### src/rtl/seg_text_scheduler.sv
// Character buffer and sequencer for the 7-segment text path: keeps the newest DIGITS
// characters, handles scroll, backspace, ESC flush and idle blanking.
module seg_text_scheduler #(
  parameter int unsigned DIGITS      = 8,
  parameter int unsigned IDLE_CYCLES = 1000
) (
  input  logic                             clk,
  input  logic                             rst,
  input  logic                             char_valid,
  input  logic [7:0]                       char_code,
  output logic                             char_ready,
  output logic [8*DIGITS-1:0]              digit_code,
  output logic [DIGITS-1:0]                digit_en,
  output logic [$clog2(DIGITS+1)-1:0]      char_count,
  output logic                             sleeping
);

  localparam int unsigned CW = $clog2(DIGITS + 1);
  localparam int unsigned TW = (IDLE_CYCLES == 0) ? 1 : $clog2(IDLE_CYCLES + 1);
  localparam int unsigned IW = $clog2(DIGITS);

  localparam logic [CW-1:0] CountMax  = CW'(DIGITS);
  localparam logic [TW-1:0] TimerLast = (IDLE_CYCLES == 0) ? '0 : TW'(IDLE_CYCLES - 1);
  localparam logic [IW-1:0] FlushTop  = IW'(DIGITS - 1);

  localparam logic [7:0] CharBs  = 8'h08;
  localparam logic [7:0] CharEsc = 8'h1B;

  typedef enum logic [1:0] {StEmpty, StShow, StSleep, StFlush} state_e;

  state_e            state_q, state_d;
  logic [7:0]        slot_q [DIGITS];
  logic [7:0]        slot_d [DIGITS];
  logic [CW-1:0]     count_q, count_d;
  logic [TW-1:0]     timer_q, timer_d;
  logic [IW-1:0]     fidx_q, fidx_d;
  logic [DIGITS-1:0] en_q, en_d;
  logic              ready_q, ready_d;
  logic              sleep_q, sleep_d;

  logic accept;
  logic is_print;

  assign accept   = char_valid && ready_q;
  assign is_print = (char_code >= 8'h20) && (char_code <= 8'h7E);

  always_comb begin
    state_d = state_q;
    slot_d  = slot_q;
    count_d = count_q;
    fidx_d  = fidx_q;

    unique case (state_q)
      StFlush: begin
        slot_d[fidx_q] = 8'h00;
        if (fidx_q == '0) begin
          state_d = StEmpty;
        end else begin
          fidx_d = fidx_q - 1'b1;
        end
      end
      default: begin
        if (accept) begin
          if (is_print) begin
            for (int i = DIGITS - 1; i > 0; i--) begin
              slot_d[i] = slot_q[i-1];
            end
            slot_d[0] = char_code;
            if (count_q != CountMax) begin
              count_d = count_q + 1'b1;
            end
            state_d = StShow;
          end else if (char_code == CharBs) begin
            // Backspace in EMPTY is a no-op; count never underflows.
            if (count_q != '0) begin
              for (int i = 0; i < DIGITS - 1; i++) begin
                slot_d[i] = slot_q[i+1];
              end
              slot_d[DIGITS-1] = 8'h00;
              count_d          = count_q - 1'b1;
              state_d          = (count_q == CW'(1)) ? StEmpty : StShow;
            end
          end else if (char_code == CharEsc) begin
            state_d = StFlush;
            count_d = '0;
            fidx_d  = FlushTop;
          end else if (state_q == StSleep) begin
            state_d = StShow;
          end
        end else if ((IDLE_CYCLES != 0) && (state_q == StShow) && (timer_q == TimerLast)) begin
          state_d = StSleep;
        end
      end
    endcase
  end

  // Timer restarts on any accept or state change and only advances while showing.
  always_comb begin
    timer_d = '0;
    if (!accept && (state_d == state_q) && (state_q == StShow)) begin
      timer_d = timer_q + 1'b1;
    end
  end

  always_comb begin
    ready_d = (state_d != StFlush);
    sleep_d = (state_d == StSleep);
    en_d    = '0;
    if (state_d == StShow) begin
      for (int i = 0; i < DIGITS; i++) begin
        en_d[i] = (CW'(i) < count_d);
      end
    end
  end

  always_ff @(posedge clk) begin
    if (rst) begin
      state_q <= StEmpty;
      for (int i = 0; i < DIGITS; i++) begin
        slot_q[i] <= 8'h00;
      end
      count_q <= '0;
      timer_q <= '0;
      fidx_q  <= '0;
      en_q    <= '0;
      ready_q <= 1'b1;
      sleep_q <= 1'b0;
    end else begin
      state_q <= state_d;
      slot_q  <= slot_d;
      count_q <= count_d;
      timer_q <= timer_d;
      fidx_q  <= fidx_d;
      en_q    <= en_d;
      ready_q <= ready_d;
      sleep_q <= sleep_d;
    end
  end

  always_comb begin
    for (int i = 0; i < DIGITS; i++) begin
      digit_code[8*i +: 8] = slot_q[i];
    end
  end

  assign digit_en   = en_q;
  assign char_count = count_q;
  assign char_ready = ready_q;
  assign sleeping   = sleep_q;

endmodule

### config.mk
export PLATFORM = sky130hd
export DESIGN_NAME = seg_text_scheduler
export DESIGN_NICKNAME = d
export VERILOG_FILES = /design/src/rtl/seg_text_scheduler.sv
export SDC_FILE = /design/constraint.sdc
export NUM_CORES = 1
export LEC_CHECK = 0
export CAP_MARGIN = 30
export CORE_AREA = 10 10 111 113
export CTS_BUF_LIST = sky130_fd_sc_hd__clkbuf_16
export DETAILED_ROUTE_END_ITERATION = 6
export DIE_AREA = 0 0 121 123
export GPL_TIMING_DRIVEN = 0
export PLACE_DENSITY = 0.72
export SETUP_SLACK_MARGIN = 0.4
export SLEW_MARGIN = 20
export SYNTH_ARGS = -nofsm -noshare
export SYNTH_HDL_FRONTEND = slang
export SYNTH_SLANG_ARGS = --single-unit
### constraint.sdc
create_clock -name clk -period 2.4 [get_ports clk]
set_clock_uncertainty 0.15 [all_clocks]
set_input_delay 0.36 -clock clk [delete_from_list [all_inputs] [get_ports clk]]
set_output_delay 0.36 -clock clk [all_outputs]
set_load 0.03 [all_outputs]
==> results.json, run 1 <==
{
  "outcome": "finished with violations",
  "violations": "setup timing",
  "reg2reg_from": "char_count[1]$_SDFF_PP0_",
  "internal_power_mw": 2.68,
  "gp_congestion": 0.929,
  "drive_gt1_frac": 0.259,
  "synth_cell_type_count": 51,
  "htree_num_levels": 3,
  "hold_viol_final": 0,
  "syn-num-nets": 600,
  "clk_pin_slew_ns": 0.06,
  "rr_worst_depth": 13,
  "synthMuxAreaShare": 0.00255,
  "grt_overflow": 0,
  "avgSynthCellArea_um2": 7.58,
  "antenna-diode-count": 0,
  "wirelength_um": 17400,
  "route.vias.total": 5204,
  "synth_area_um2": 4420,
  "grt_pass1_vias": 4794,
  "switchingPower_mw": 0.975,
  "fin_util": 0.701,
  "fmax_ghz": 0.412,
  "finalSetupViolCount": 12,
  "crit_fanout": 8,
  "power_frac_seq": 0.433,
  "cts_max_path_buffers": 2,
  "worst_slack_ns": -0.0249,
  "endpoint": "digit_code[55]$_SDFFE_PP0P_",
  "leakagePower_nw": 2.98,
  "core_area_um2": 10100,
  "fin_nets": 743,
  "max_slew_margin": 0.465,
  "ys_warn_count": 0,
  "period_share": 1.01,
  "area_growth_pct": 60.9,
  "r2r_end": "digit_code[55]$_SDFFE_PP0P_",
  "place_hpwl_um": 10500,
  "dieArea_um2": 14900,
  "preCtsSetupSlack_ns": -0.790,
  "critPathLaunchType": "flip-flop",
  "vdd_drop_max_mv": 0.413,
  "crit_path_max_incr_delay_ns": 0.36,
  "synth-xor-area-share": 0.0159,
  "critPathBufInv": 6,
  "cts_tree": "yes",
  "path_delay_family": "buffers and inverters",
  "vias_per_cell": 6.02,
  "slowest_stage": "dfxtp_4",
  "netlist_instances": 583,
  "cp.depth": 13,
  "drv_slew": 0,
  "clkLatencyLatePin_ns": 0.35,
  "maxCapViolations": 0,
  "critPathCaptureType": "flip-flop",
  "synth_seq_cells": 93,
  "hold_buffers": 0,
  "worst-slew-pin-transition_ns": 0.801,
  "startpoint": "char_count[1]$_SDFF_PP0_",
  "swShare": 0.267,
  "synth_compound_area_frac": 0.227,
  "io_pins": 89,
  "min_period_ns": 2.42,
  "cp.required_ns": 2.47,
  "synthSimpleGateAreaFrac": 0.270,
  "wl_per_cell_um": 20.2,
  "ant_nets": 0,
  "antenna_found_initial": 0,
  "initial_core_util": 0.436,
  "crit_path_frequent_cell": "buf_6",
  "reg2reg_slack_ns": -0.02,
  "critical_path_class": "flip-flop to flip-flop",
  "path_cells": "inv_4 -> ha_4 -> buf_6 -> nor3b_4 -> nor4_4 -> buf_4 -> o21ai_4 -> buf_6 -> buf_16 -> buf_12 -> a21oi_2 -> a31oi_1 -> nor2_1",
  "dpl_cell_area_um2": 5570,
  "die_w_um": 121,
  "ys_seq_area_frac": 0.421,
  "track_usage": 0.217,
  "synth_top_family_by_area": "simple AND/OR/NAND/NOR gates",
  "finalInstanceArea_um2": 7110,
  "p_clk_frac": 0.401,
  "p_per_area_nw_per_um2": 514,
  "rsz0062_at_grt": "yes",
  "die_h_um": 123,
  "combPwrFrac": 0.166,
  "cts-root-buf": "clkbuf_16",
  "firstDrtPassIters": 5,
  "hold_path_class": "primary input to flip-flop",
  "grt_first_pass_wirelength_um": 26000,
  "yosys.area_share.adder": 0.0170,
  "portBuffers": 87,
  "setup_tns_ns": -0.157,
  "cts_buffers": 9,
  "grt_max_degree": 15,
  "cts.sinks": 93,
  "drc_errors": 0,
  "dr.first_iter.drc_count": 618,
  "num_rows": 37,
  "worstPathArrival_ns": 2.50
}
## Yosys cell counts, drive strengths merged
cell type  count  area [um^2]
a32o           1         10.0
inv            8         30.0
xnor2          3         26.3
o21ai          3         18.8
nand3         15         75.1
and3           4         25.0
ha             6         75.1
nand2        123          464
nor3           8         45.0
nor2          93          349
nand2b         2         12.5
or4b           3         30.0
xor2           5         43.8
o31ai          2         15.0
nor4           1         21.3
a31oi         58          363
nand4b         1         23.8
o211a          1         10.0
nor2b          2         12.5
and2           2         12.5
nand4          3         18.8
a2111oi        2         17.5
or3            2         12.5
a21o           2         15.0
o211ai         2         15.0
a22oi          9         67.6
a22o           1         8.76
nor3b          2         15.0
a31o           1         8.76
a311oi         1         8.76
clkbuf        23         86.3
o22ai          3         25.0
mux2           1         11.3
nor4b          2         23.8
buf           13         83.8
nor4bb         1         10.0
dfxtp         93         1860
a221oi         3         26.3
and4           4         35.0
o21bai         1         7.51
a21oi         66          330
a211oi         6         57.6
and3b          1         8.76
## registers in the layout (all words and copies together) (netlist names)
register	cells
char_count	4
digit_code	64
sleeping	1
digit_en	8
state_q	2
fidx_q	3
timer_q	10
char_ready	1
## routing by layer
layer | global-route usage | vias to the layer above | wire [um]
met5 | 0 | - | 0
met4 | 0.0754 | 0 | 388
met3 | 0.0442 | 44 | 1720
met2 | 0.361 | 333 | 8450
met1 | 0.273 | 2469 | 6890
li1 | - | 2358 | -
## layout by cell type, fill, tap and decap left out, types with 10 or more instances in the layout
cell type	count
buf_6	15
nand3_1	11
a21oi_2	37
nand2_1	120
buf_4	26
clkbuf_16	15
a31oi_1	55
dlygate4sd2_1	12
dfxtp_1	90
a21oi_1	25
clkbuf_2	10
dlymetal6s2s_1	28
nor2_1	89
clkdlybuf4s50_1	43
## worst reg2reg max path, stage by stage (launching register included)
cell	delay, ns
dfxtp_4	0.36
inv_4	0.06
ha_4	0.14
buf_6	0.10
nor3b_4	0.26
nor4_4	0.07
buf_4	0.16
o21ai_4	0.27
buf_6	0.16
buf_16	0.15
buf_12	0.13
a21oi_2	0.03
a31oi_1	0.18
nor2_1	0.07
## per-stage QoR
| step | hold WS, ns | total power [mW] | instances |
|---|---|---|---|
| finish | 0.306 | 3.65 | 865 |
| global route | 0.350 | 3.74 | 865 |
| CTS | 0.313 | 3.56 | 851 |
| detailed placement | 0.321 | 1.98 | 806 |
| global placement | 0.309 | 1.98 | 806 |
| floorplan | 0.284 | 1.86 | 583 |
## how the worst min path moves through the flow
stage,slack (ns),depth (start not counted),end,from
6_report,0.31,5,digit_code[3]$_SDFFE_PP0P_,char_code[3]
3_5_place_dp,0.32,1,timer_q[0]$_SDFF_PP0_,timer_q[0]$_SDFF_PP0_
3_3_place_gp,0.31,1,timer_q[0]$_SDFF_PP0_,timer_q[0]$_SDFF_PP0_
2_1_floorplan,0.28,1,state_q[0]$_SDFF_PP0_,rst
4_1_cts,0.31,5,digit_code[3]$_SDFFE_PP0P_,char_code[3]
5_1_grt,0.35,5,digit_code[3]$_SDFFE_PP0P_,char_code[3]
## cells by family after synthesis
| logic type | Yosys count |
|---|---|
| and+or+nand+nor | 269 |
| AOI/OAI and AO/OA | 162 |
| DFF | 93 |
| buffers and inverters | 44 |
| xor gates and xnor gates | 8 |
| adders and majority gates | 6 |
| muxes | 1 |
## power groups by stage
stage                     clock, mW  combinational [mW]  sequential, mW
after floorplan                   0               0.217            1.64
after global placement            0               0.362            1.61
after detailed placement          0               0.366            1.61
after CTS                      1.47               0.520            1.58
after global routing           1.53               0.631            1.58
final                          1.47               0.606            1.58
## cell type report
type,count,area (um^2)
Clock buffer,10,250
Tap cell,136,170
Sequential cell,93,1870
Fill cell,697,3030
Clock inverter,4,47.5
Multi-Input combinational cell,447,2930
Buffer,36,338
Inverter,8,32.5
Timing Repair Buffer,131,1470
## what timing repair did
action,CTS,global route
pin swaps,69,21
cloned,7,4
buffers inserted,24,10
resized for setup,147,77
setup endpoints to repair,98,118
Power figures use the tool's default switching activity.
==> run 2, diff against run 1 <==
==> constraint.sdc (replaced) <==
create_clock -name clk -period 2.4 [get_ports clk]
set_clock_uncertainty 0.15 [all_clocks]
set_input_delay 0.48 -clock clk [delete_from_list [all_inputs] [get_ports clk]]
set_output_delay 0.48 -clock clk [all_outputs]
set_load 0.03 [all_outputs]
==> run 2 against run 1 <==
Compared with the run above:
- the run still ends with setup timing left
- hold slack better by 0.049 ns
- highest routed layer unchanged
- largest cell class unchanged
- sequential power hardly changed
- critical endpoint is now digit_code[24]$_SDFFE_PP0P_
- cell count is 0.23% lower
==> results.json, run 2 (synthesis results as in run 1) <==
{
  "outcome": "finished with violations",
  "p_per_area_nw_per_um2": 519,
  "preCtsSetupSlack_ns": -0.872,
  "grt_pass1_vias": 5010,
  "drv_slew": 0,
  "grt_max_degree": 15,
  "track_usage": 0.214,
  "critPathCaptureType": "flip-flop",
  "critPathLaunchType": "primary input",
  "htree_num_levels": 3,
  "die_h_um": 123,
  "grt_first_pass_wirelength_um": 25900,
  "antenna-diode-count": 0,
  "violations": "setup timing",
  "dr.first_iter.drc_count": 566,
  "mostFrequentLayoutCells": "nand2_1, dfxtp_1, nor2_1",
  "setup_tns_ns": -0.0542,
  "worst_slack_ns": -0.0417,
  "critical_path_class": "primary input to flip-flop",
  "top_usage_layer": "met2",
  "io_pins": 89,
  "crit_fanout": 10,
  "maxCapViolations": 0,
  "fmax_ghz": 0.410,
  "grt_overflow": 0,
  "fin_nets": 741,
  "wl_per_cell_um": 20.7,
  "rsz0062_at_grt": "yes",
  "initial_core_util": 0.436,
  "cp.required_ns": 2.45,
  "period_share": 1.02,
  "vdd_drop_max_mv": 0.384,
  "worstPathArrival_ns": 2.50,
  "crit_path_max_incr_delay_ns": 0.53,
  "place_hpwl_um": 10700,
  "worst-slew-pin-transition_ns": 0.546,
  "path_cells": "buf_8 -> or4b_4 -> buf_6 -> nor4_4 -> buf_4 -> o21ai_4 -> buf_12 -> buf_8 -> a31oi_1 -> nor2_1",
  "cts_max_path_buffers": 2,
  "hold_path_class": "flip-flop to flip-flop",
  "portBuffers": 87,
  "core_area_um2": 10100,
  "slowest_stage": "or4b_4",
  "wirelength_um": 17900,
  "cts_tree": "yes",
  "dieArea_um2": 14900,
  "gp_congestion": 0.893,
  "drive_gt1_frac": 0.305,
  "power_mw": 3.67,
  "n_fill_cell": 729,
  "dpl_cell_area_um2": 5570,
  "firstDrtPassIters": 7,
  "clk_pin_slew_ns": 0.07,
  "grt_use_met3": 0.0438,
  "hold_viol_final": 0,
  "finalSetupViolCount": 3,
  "leakagePower_nw": 2.77,
  "max_slew_margin": 0.633,
  "num_rows": 37,
  "vias_per_cell": 6.05,
  "min_period_ns": 2.44,
  "grt_use_met1": 0.261,
  "grtUsageMet2": 0.356,
  "die_w_um": 121,
  "crit_path_frequent_cell": "buf_8",
  "fin_util": 0.698,
  "area_growth_pct": 60.1,
  "drc_errors": 0,
  "cts-root-buf": "clkbuf_16",
  "antenna_found_initial": 0,
  "ant_nets": 0,
  "clkLatencyLatePin_ns": 0.34,
  "largest_reg_flops": 64,
  "layout_commonest_cell": "nand2_1",
  "cts_buffers": 9,
  "route.vias.total": 5223,
  "finalInstanceArea_um2": 7070,
  "cts.sinks": 93
}
[run 2: report_power, final]
| part | switching (mW) | leakage [nW] | internal (mW) |
|---|---|---|---|
| clock network | 0.599 | 0.151 | 0.898 |
| registers | 0.0205 | 0.753 | 1.56 |
| logic | 0.348 | 1.86 | 0.246 |
[run 2: critical path, delay by kind of cell]
kind	cells	cell delay [ns]
buffers and inverters	5	0.75
AND/OR/NAND/NOR	3	0.90
AO/OA/AOI/OAI	2	0.34
[run 2: cell type report]
| class | instances | area, um^2 | share of cell area |
|---|---|---|---|
| buffer | 36 | 338 | 0.0478 |
| clock buffer | 9 | 225 | 0.0318 |
| clock inverter | 5 | 76.3 | 0.0108 |
| inverter | 8 | 35.0 | 0.00495 |
| multi-input combinational | 447 | 3040 | 0.430 |
| sequential | 93 | 1870 | 0.265 |
| tap | 136 | 170 | 0.0241 |
| timing repair buffer | 129 | 1320 | 0.186 |
[run 2: routing by layer]
metal,routed length [um],vias up
met4,607,0
met1,7020,2474
met3,1620,56
met2,8660,338
met5,0,-
li1,-,2355
[run 2: path summary, 6_finish.rpt]
kind	start	end	slack, ns	cells past startpoint
setup / recovery	char_code[6]	digit_code[24]$_SDFFE_PP0P_	-0.04	10
hold / removal	timer_q[0]$_SDFF_PP0_	timer_q[0]$_SDFF_PP0_	0.35	1
setup reg to reg	char_count[1]$_SDFF_PP0_	digit_code[23]$_SDFFE_PP0P_	0.02	11
hold reg to reg	timer_q[0]$_SDFF_PP0_	timer_q[0]$_SDFF_PP0_	0.35	1
[run 2: timing repair]
| action | CTS | global route |
|---|---|---|
| gates resized for setup | 201 | 99 |
| pin swaps | 65 | 28 |
| setup endpoints to repair | 161 | 94 |
| setup buffers | 26 | 7 |
| cloned | 9 | 1 |
| hold buffers | 0 | 0 |
[run 2: through the flow]
step	cells	hold slack (ns)
finish	863	0.355
global route	863	0.385
CTS	855	0.347
global placement	806	0.310
detailed placement	806	0.332
floorplan	583	0.288
